`config.mk`:
```
export PLATFORM = sky130hd
export DESIGN_NAME = dca_matrix_lsu_rreq_gen
export DESIGN_NICKNAME = d
export VERILOG_FILES = /design/src/rtl/dca_matrix_lsu_rreq_gen.sv
export SDC_FILE = /design/constraint.sdc
export NUM_CORES = 1
export LEC_CHECK = 0
export ABC_AREA = 1
export BUFFER_PORTS_ARGS = -buffer_cell sky130_fd_sc_hd__buf_2
export CELL_PAD_IN_SITES_DETAIL_PLACEMENT = 0
export CELL_PAD_IN_SITES_GLOBAL_PLACEMENT = 2
export CORE_UTILIZATION = 31
export CTS_CLUSTER_SIZE = 10
export DETAILED_ROUTE_END_ITERATION = 8
export HOLD_SLACK_MARGIN = 0.1
export PLACE_DENSITY_LB_ADDON = 0.1
export SLEW_MARGIN = 30
export SYNTH_ARGS = -nofsm -noshare
export SYNTH_HDL_FRONTEND = slang
export SYNTH_SLANG_ARGS = --single-unit
```
`constraint.sdc`:
```
create_clock -name clk -period 2.49 [get_ports clk]
set_input_delay 0.498 -clock clk [delete_from_list [all_inputs] [get_ports clk]]
set_output_delay 0.498 -clock clk [all_outputs]
set_load 0.05 [all_outputs]
```
`src/rtl/dca_matrix_lsu_rreq_gen.sv`:
```
// Matrix load read-request generator: one AXI AR burst per matrix row plus a transaction-info FIFO for the response formatter.
// Optional stall statistics counter enabled by defining DCA_MATRIX_LSU_RREQ_STALL_STAT_EN.
module dca_matrix_lsu_rreq_gen #(
    parameter int BW_ADDR        = 32,
    parameter int BW_AXI_DATA    = 128,
    parameter int BW_ELEMENT     = 32,
    parameter int MATRIX_SIZE    = 4,
    parameter int TXN_FIFO_DEPTH = 4
) (
    input  logic                           clk,
    input  logic                           rst,
    input  logic                           inst_valid,
    output logic                           inst_ready,
    input  logic [BW_ADDR-1:0]             inst_addr,
    input  logic [BW_ADDR-1:0]             inst_stride,
    input  logic [$clog2(MATRIX_SIZE)-1:0] inst_num_row_m1,
    input  logic [$clog2(MATRIX_SIZE)-1:0] inst_num_col_m1,
    output logic                           axi_arvalid,
    input  logic                           axi_arready,
    output logic [BW_ADDR-1:0]             axi_araddr,
    output logic [7:0]                     axi_arlen,
    output logic [2:0]                     axi_arsize,
    output logic [1:0]                     axi_arburst,
    output logic                           txn_valid,
    input  logic                           txn_ready,
    output logic [$clog2(BW_AXI_DATA)-1:0] txn_bitaddr,
    output logic [7:0]                     txn_alen,
    output logic                           txn_last_row,
    output logic [MATRIX_SIZE-1:0]         col_mask,
    output logic                           busy,
    output logic                           done
`ifdef DCA_MATRIX_LSU_RREQ_STALL_STAT_EN
    ,
    output logic [31:0]                    stall_cnt
`endif
);
    localparam int EB     = BW_ELEMENT / 8;
    localparam int BB     = BW_AXI_DATA / 8;
    localparam int LOG_BB = $clog2(BB);
    localparam int RW     = $clog2(MATRIX_SIZE);
    localparam int BA_W   = $clog2(BW_AXI_DATA);
    localparam int PTR_W  = $clog2(TXN_FIFO_DEPTH);
    localparam int CNT_W  = PTR_W + 1;

    typedef enum logic [1:0] {IDLE, ISSUE, DRAIN} state_t;

    state_t               state, state_nxt;
    logic [BW_ADDR-1:0]   row_addr, stride;
    logic [RW-1:0]        row_cnt, num_row_m1, num_col_m1;
    logic [MATRIX_SIZE-1:0] mask_calc;
    logic [LOG_BB-1:0]    off;
    logic [31:0]          span;
    logic [7:0]           arlen_calc;
    logic [BA_W-1:0]      bitaddr_calc;

    logic [BA_W-1:0]      fifo_bitaddr [TXN_FIFO_DEPTH];
    logic [7:0]           fifo_alen    [TXN_FIFO_DEPTH];
    logic                 fifo_last    [TXN_FIFO_DEPTH];
    logic [PTR_W-1:0]     wr_ptr, rd_ptr;
    logic [CNT_W-1:0]     count;
    logic                 fifo_full, fifo_empty, push, pop, accept, last_row;

    // Burst geometry of the current row: the element run starts at off within the first beat.
    assign off          = row_addr[LOG_BB-1:0];
    assign span         = 32'(off) + 32'(num_col_m1) * 32'(EB) + 32'(EB) - 32'd1;
    assign arlen_calc   = 8'(span >> LOG_BB);
    assign bitaddr_calc = {off, 3'b000};

    always_comb begin
        mask_calc = '0;
        for (int i = 0; i < MATRIX_SIZE; i++)
            mask_calc[i] = (i <= int'(inst_num_col_m1));
    end

    assign fifo_full  = (count == CNT_W'(TXN_FIFO_DEPTH));
    assign fifo_empty = (count == '0);
    assign push       = axi_arvalid & axi_arready;
    assign pop        = txn_ready & ~fifo_empty;
    assign accept     = inst_valid & inst_ready;
    assign last_row   = (row_cnt == num_row_m1);

    always_comb begin
        state_nxt   = state;
        inst_ready  = 1'b0;
        axi_arvalid = 1'b0;
        done        = 1'b0;
        case (state)
            IDLE: begin
                inst_ready = 1'b1;
                if (inst_valid) state_nxt = ISSUE;
            end
            ISSUE: begin
                // Registered full flag only; a same-cycle pop does not reopen the slot.
                axi_arvalid = ~fifo_full;
                if (~fifo_full && axi_arready && last_row) state_nxt = DRAIN;
            end
            DRAIN: begin
                if (pop && count == CNT_W'(1)) begin
                    done      = 1'b1;
                    state_nxt = IDLE;
                end
            end
            default: state_nxt = IDLE;
        endcase
    end

    always_ff @(posedge clk or posedge rst) begin
        if (rst) begin
            state      <= IDLE;
            row_addr   <= '0;
            row_cnt    <= '0;
            num_row_m1 <= '0;
            num_col_m1 <= '0;
            col_mask   <= '0;
            wr_ptr     <= '0;
            rd_ptr     <= '0;
            count      <= '0;
        end else begin
            state <= state_nxt;
            if (accept) begin
                row_addr   <= inst_addr;
                row_cnt    <= '0;
                num_row_m1 <= inst_num_row_m1;
                num_col_m1 <= inst_num_col_m1;
                col_mask   <= mask_calc;
            end else if (push) begin
                row_addr <= row_addr + stride;
                row_cnt  <= row_cnt + RW'(1);
            end
            if (push) wr_ptr <= wr_ptr + PTR_W'(1);
            if (pop)  rd_ptr <= rd_ptr + PTR_W'(1);
            case ({push, pop})
                2'b10:   count <= count + CNT_W'(1);
                2'b01:   count <= count - CNT_W'(1);
                default: count <= count;
            endcase
        end
    end

    always_ff @(posedge clk) begin
        if (accept) stride <= inst_stride;
        if (push) begin
            fifo_bitaddr[wr_ptr] <= bitaddr_calc;
            fifo_alen[wr_ptr]    <= arlen_calc;
            fifo_last[wr_ptr]    <= last_row;
        end
    end

    assign axi_araddr   = row_addr;
    assign axi_arlen    = arlen_calc;
    assign axi_arsize   = 3'(LOG_BB);
    assign axi_arburst  = 2'b01;
    assign txn_valid    = ~fifo_empty;
    assign txn_bitaddr  = txn_valid ? fifo_bitaddr[rd_ptr] : '0;
    assign txn_alen     = txn_valid ? fifo_alen[rd_ptr] : '0;
    assign txn_last_row = txn_valid ? fifo_last[rd_ptr] : 1'b0;
    assign busy         = (state != IDLE);

`ifdef DCA_MATRIX_LSU_RREQ_STALL_STAT_EN
    // Counts AR backpressure and FIFO-full cycles while issuing; saturating.
    always_ff @(posedge clk or posedge rst) begin
        if (rst)
            stall_cnt <= '0;
        else if (accept)
            stall_cnt <= '0;
        else if (state == ISSUE && (fifo_full || !axi_arready) && stall_cnt != 32'hFFFF_FFFF)
            stall_cnt <= stall_cnt + 32'd1;
    end
`endif
endmodule

```
Word-level counts from Yosys, hierarchy flattened
Memory sizes are Yosys's and may differ from the RTL's.
Index checks and enable logic that the tools add are counted.
{ "classes": {"add_sub_neg": 9, "mul": 0, "div": 0, "order_cmp": 3, "n_eq_ne": 10, "shifts": 0, "muxes": 18, "n_bitwise": 5, "reduce_logical": 9} }
{ "op_table": {"columns": ["op", "count"], "rows": [
  ["2-to-1 mux 32 bit", 2],
  ["adder 32 bit", 1],
  ["2-to-1 mux 2 bit", 5],
  ["2-to-1 mux 8 bit", 1],
  ["2-to-1 mux 1 bit", 7],
  ["2-to-1 mux 7 bit", 1],
  ["subtractor 6 x 1 -> 7 bit (second input constant)", 1],
  ["adder 2 x 1 -> 2 bit (second input constant)", 3],
  ["adder 5 x 3 -> 6 bit (second input constant)", 1],
  ["inequality test 2 bit (second input constant)", 3],
  ["case mux 2 bit (3 select lines)", 1],
  ["case mux 3 bit (2 select lines)", 1],
  ["nonzero test 2 bit", 3],
  ["adder 4 x 4 -> 5 bit", 1],
  ["== test 2 x 1 -> 1 bit (second input constant)", 2],
  ["== test 2 bit (second input constant)", 2],
  ["<= comparator 2 bit (first input constant)", 2],
  ["adder 3 x 1 -> 3 bit (second input constant)", 1],
  ["AND 1 bit", 3],
  ["== test 3 x 1 -> 1 bit (second input constant)", 1],
  ["== test 3 bit (second input constant)", 1],
  ["logical AND 1 bit", 3],
  ["zero test 3 bit", 1],
  ["AND reduction 3 bit", 1],
  ["other kinds (5)", 6]
]} }
{ "totals": {"register_bits": 83, "latch_bits": 0, "ramBits": 52, "rom_bits": 0, "out_inout_bits": 70, "n_memories": 3} }
{ "memory_table": {"columns": ["memory", "depth", "width", "rd", "rd_clocked_by_memory_dff", "wr", "line_no", "text"], "rows": [
  ["fifo_alen", 4, 8, 1, 0, 1, "57", "logic [7:0] fifo_alen [TXN_FIFO_DEPTH];"],
  ["fifo_bitaddr", 4, 4, 1, 0, 1, "56", "logic [BA_W-1:0] fifo_bitaddr [TXN_FIFO_DEPTH];"],
  ["fifo_last", 4, 1, 1, 0, 1, "58", "logic fifo_last [TXN_FIFO_DEPTH];"]
]} }

Depth between registers and ports, before layout
{ "logic_depth": {"word_depth": 6, "mapped_depth": 15, "depth_no_buf": 15} }

Least setup slack after synthesis
No wires, ideal clock.
{ "synth_timing": {"path_kind": "flip-flop to output port", "start": "register row_addr[3] (netlist: axi_araddr[3])", "end": "output port axi_arlen[0]", "arrival_ps": 2278, "setup_slack_ps": -286, "path_stages_with_launch": 4, "cell_sequence": "dfrtp_1 ha_1 nand2_1 o21ai_0"} }
{ "synth_via": {"elab_chain_cells": 3} }
{ "synth_rtl": {"columns": ["item", "line_no", "text"], "rows": [
  ["from (decl)", "48", "logic [BW_ADDR-1:0] row_addr, stride;"],
  ["from (signal assigned)", "121", "row_addr <= inst_addr;"],
  ["from (signal assigned)", "127", "row_addr <= row_addr + stride;"],
  ["adder 4 x 4 -> 5 bit", "65", "assign span = 32'(off) + 32'(num_col_m1) * 32'(EB) + 32'(EB) - 32'd1;"],
  ["adder 5 x 3 -> 6 bit", "65", null],
  ["subtractor 6 x 1 -> 7 bit", "65", null],
  ["to (decl)", "21", "output logic [7:0] axi_arlen,"]
]} }
No other way between the ends.

Worst setup path in the final report
{ "layout_timing": {"start": "register count[0]", "end": "output port txn_bitaddr[6]"} }
{ "layout_via": {"elab_chain_cells": 2} }
{ "layout_rtl": {"columns": ["item", "line_no", "text"], "rows": [
  ["from (decl)", "60", "logic [CNT_W-1:0] count;"],
  ["from (signal assigned)", "133", "2'b10: count <= count + CNT_W'(1);"],
  ["from (signal assigned)", "134", "2'b01: count <= count - CNT_W'(1);"],
  ["from (signal assigned)", "135", "default: count <= count;"],
  ["zero test 3 bit", "76", "assign fifo_empty = (count == '0);"],
  ["2-to-1 mux 7 bit", "154", "assign txn_bitaddr = txn_valid ? fifo_bitaddr[rd_ptr] : '0;"],
  ["to (decl)", "26", "output logic [$clog2(BW_AXI_DATA)-1:0] txn_bitaddr,"]
]} }
No other way between the ends.

==> flow_metrics.tcl <==
set metrics [dict create \
    synthCells 933 \
    async_flop_share 0.477 \
    met3_length_um 797 \
    num_vias 5940 \
    grt_max_degree 43 \
    ys_ff_latch 107 \
    grt.overflow.total 0 \
    wl_met2_um 8630 \
    fin_nets 1178 \
    rsz0062_at_grt "false" \
    worst_slew_pin_slew_ns 0.596 \
    synth_top_family_by_area "simple AND/OR/NAND/NOR gates" \
    max_stage_delay_ns 0.41 \
    hpwl_um 15700 \
    synth.avg_cell_area_um2 7.51 \
    failed_checks "DRC" \
    drive_gt1_frac 0.172 \
    layout_common_cells "333 x nand2_1, 145 x inv_1, 118 x buf_2, 80 x nor2_1, 56 x edfxtp_1" \
    powerDensity_nw_per_um2 1530 \
    cp-startpoint "count[0]" \
    arrival_ns 1.89 \
    synth_xor_area_frac 0.0212 \
    seq_area_frac_synth 0.422 \
    reg2reg_slack_ns 0.29 \
    final.period_utilization 0.959 \
    grt_pass1_vias 5688 \
    synth_edf_count 56 \
    setup_violations 0 \
    finalCriticalPeriod_ns 2.39 \
    synth_mux_area_frac 0 \
    diodes 0 \
    ys_types 38 \
    clock.fmax_mhz 419 \
    critPathMaxFanout 6 \
    yosysWarnings 0 \
    post_synth_and_or_nand_nor_area_fraction 0.290 \
    critPathLaunchType "flop" \
    grt_usage 0.180 \
    ant_nets 0 \
    reg2regPathDepth 13 \
    start_util 0.318 \
    ios 143 \
    clock_skew_ns 0.0144 \
    area_delta_synth_final_pct 17.8 \
    insertion_delay_ns 0.37 \
    fillers 2412 \
    vias_per_cell 4.41 \
    path_class "flop to primary output" \
    coreArea_um2 22000 \
    r2r-end "axi_araddr[18]" \
    dp_worst_setup_slack_ns 0.218 \
    cts_max_path_buffers 2 \
    cp-endpoint "txn_bitaddr[6]" \
    synth_compound_area_frac 0.0703 \
    routabilityCongestion 0.794 \
    grt_pass1_wl_um 31900 \
    antenna_found_initial 0 \
    final_common_cell "nand2_1" \
    status "complete, but fails checks" \
    dieArea_um2 23200 \
    crit_chain "inv_1 > ha_1 > nand2_1 > inv_1 > a21oi_1 > clkbuf_4" \
    crit_path_frequent_cell "inv_1" \
    portBuffers 120 \
    fp.dieH_um 152 \
    cts_max_level 3 \
    hold_violations 0 \
    drt-total-wl_um 20400 \
    synth_area_um2 7010 \
    slowest_stage "dfrtp_1" \
    die_x_um 152 \
    drc 8 \
    design_power_total_uw 12600 \
    clkSinkCount 107 \
    r2r_start "axi_araddr[3]" \
    cap_violations 0 \
    dpl_cell_area_um2 7910 \
    synth_flop_cell "edfxtp_1" \
    hold_path.class "primary input to asynchronous set/reset pin" \
    first_iter_violations 266 \
    clockRootBuffer "clkbuf_16" \
    wl_met1_um 10700 \
    max_slew_margin 0.602 \
    drtPass1Iterations 7 \
    endpoint_kind "primary output" \
    cts_hold_buf 0 \
    p_leak_uw 0.00443 \
    fin_area_um2 8260 \
    synth_fa_ha_area_frac 0.0778 \
    cts_made_buffers 9 \
    row_count 54 \
    clk_pin_slew_ns 0.09 \
    ir_drop_mv 0.545 \
    wl_per_cell_um 15.2 \
    cp.required_ns 1.99 \
    postCtsSetupRepairBufs 0 \
    top_layer "met4" \
    cts_tree "yes" \
    timing.final.max_slew_violations 0 \
    worst_slack_ns 0.102 \
]
## power by group
part           leakage (uW)  total, uW  switching (uW)  internal (uW)
combinational       0.00316       8060            5700           2360
sequential          0.00112       3030             454           2570
clock              0.000155       1550             810            736
total               0.00443      12600            6970           5670
## sequential cells by signal, indices dropped and copies added, names as in the netlist
name / flops
axi_araddr: 32
col_mask: 4
count: 3
fifo_alen: 4
fifo_bitaddr: 16
fifo_last: 4
num_col_m1: 2
num_row_m1: 2
rd_ptr: 2
row_cnt: 2
state: 2
stride: 32
wr_ptr: 2
## final cells by class
| cell class | count | area [um^2] | share of cell area |
|---|---|---|---|
| clock buffer | 9 | 225 | 0.0273 |
| multi-input combinational | 658 | 3320 | 0.402 |
| timing repair buffer | 134 | 723 | 0.0876 |
| inverter | 152 | 584 | 0.0708 |
| sequential | 107 | 2960 | 0.358 |
| tap | 280 | 350 | 0.0424 |
| clock inverter | 7 | 98.8 | 0.0120 |
## critical path, delay by kind of cell, from the launching register on
kind / cells / cell delay, ns
flops: 1 / 0.41
buf+inv: 3 / 0.52
fa+ha+maj: 1 / 0.24
simple gates: 1 / 0.14
compound gates: 1 / 0.22
## timing repair
action / in CTS / in global routing
setup endpoints to repair: 0 / 4
endpoints found under the hold margin: 0 / 0
resized for setup: 0 / 8
## layer usage
layer,vias to the layer above,track usage
li1,3143,-
met1,2658,0.268
met2,123,0.272
met3,16,0.0276
met4,0,0.0452
met5,-,0
## worst min path at each step
| stage | endpoint | slack (ns) | cells after the start |
|---|---|---|---|
| 2_1_floorplan | num_col_m1[0] | 0.45 | 2 |
| 3_3_place_gp | col_mask[0] | 0.45 | 1 |
| 3_5_place_dp | col_mask[0] | 0.46 | 1 |
| 4_1_cts | axi_araddr[27] | 0.19 | 2 |
| 5_1_grt | axi_araddr[27] | 0.20 | 2 |
| 6_report | axi_araddr[27] | 0.16 | 2 |
## stage by stage
| stage | util | TNS, ns | hold slack, ns | cells |
|---|---|---|---|---|
| floorplan | - | -0.211 | 0.453 | 953 |
| global placement | 0.359 | 0 | 0.450 | 1331 |
| detailed placement | 0.359 | 0 | 0.458 | 1331 |
| CTS | 0.374 | 0 | 0.187 | 1347 |
| global route | 0.375 | 0 | 0.199 | 1347 |
| finish | 0.375 | 0 | 0.162 | 1347 |
## cells in the mapped netlist (2+ instances only)
cell,count,area (um^2)
or2_1,3,18.8
nor2_1,81,304
nor3_1,3,15.0
o21bai_1,10,75.1
o21ai_0,20,100
edfxtp_1,56,1680
xor2_1,13,114
conb_1,2,7.51
nand4_1,5,31.3
a31oi_1,6,37.5
nand2_1,333,1250
nand3_2,3,30.0
o221ai_2,2,30.0
clkbuf_1,3,11.3
o22ai_1,12,75.1
xnor2_1,4,35.0
buf_4,22,165
or2_2,4,25.0
nor2_8,2,40.0
inv_1,147,552
inv_2,3,11.3
nor2_2,2,12.5
nand2_2,5,31.3
nor2_4,2,22.5
o21ai_1,2,10.0
a21oi_1,30,150
dfrtp_1,51,1280
nand3_1,47,235
ha_1,42,526
buf_2,10,50.1
## logic make-up after synthesis
group	count (synthesis)
AND/OR/NAND/NOR	492
buffers and inverters	188
flip-flops	107
AO/OA/AOI/OAI	84
adder cells (fa/ha/maj)	43
XOR/XNOR	17
other	2
Power figures use the tool's default switching activity.
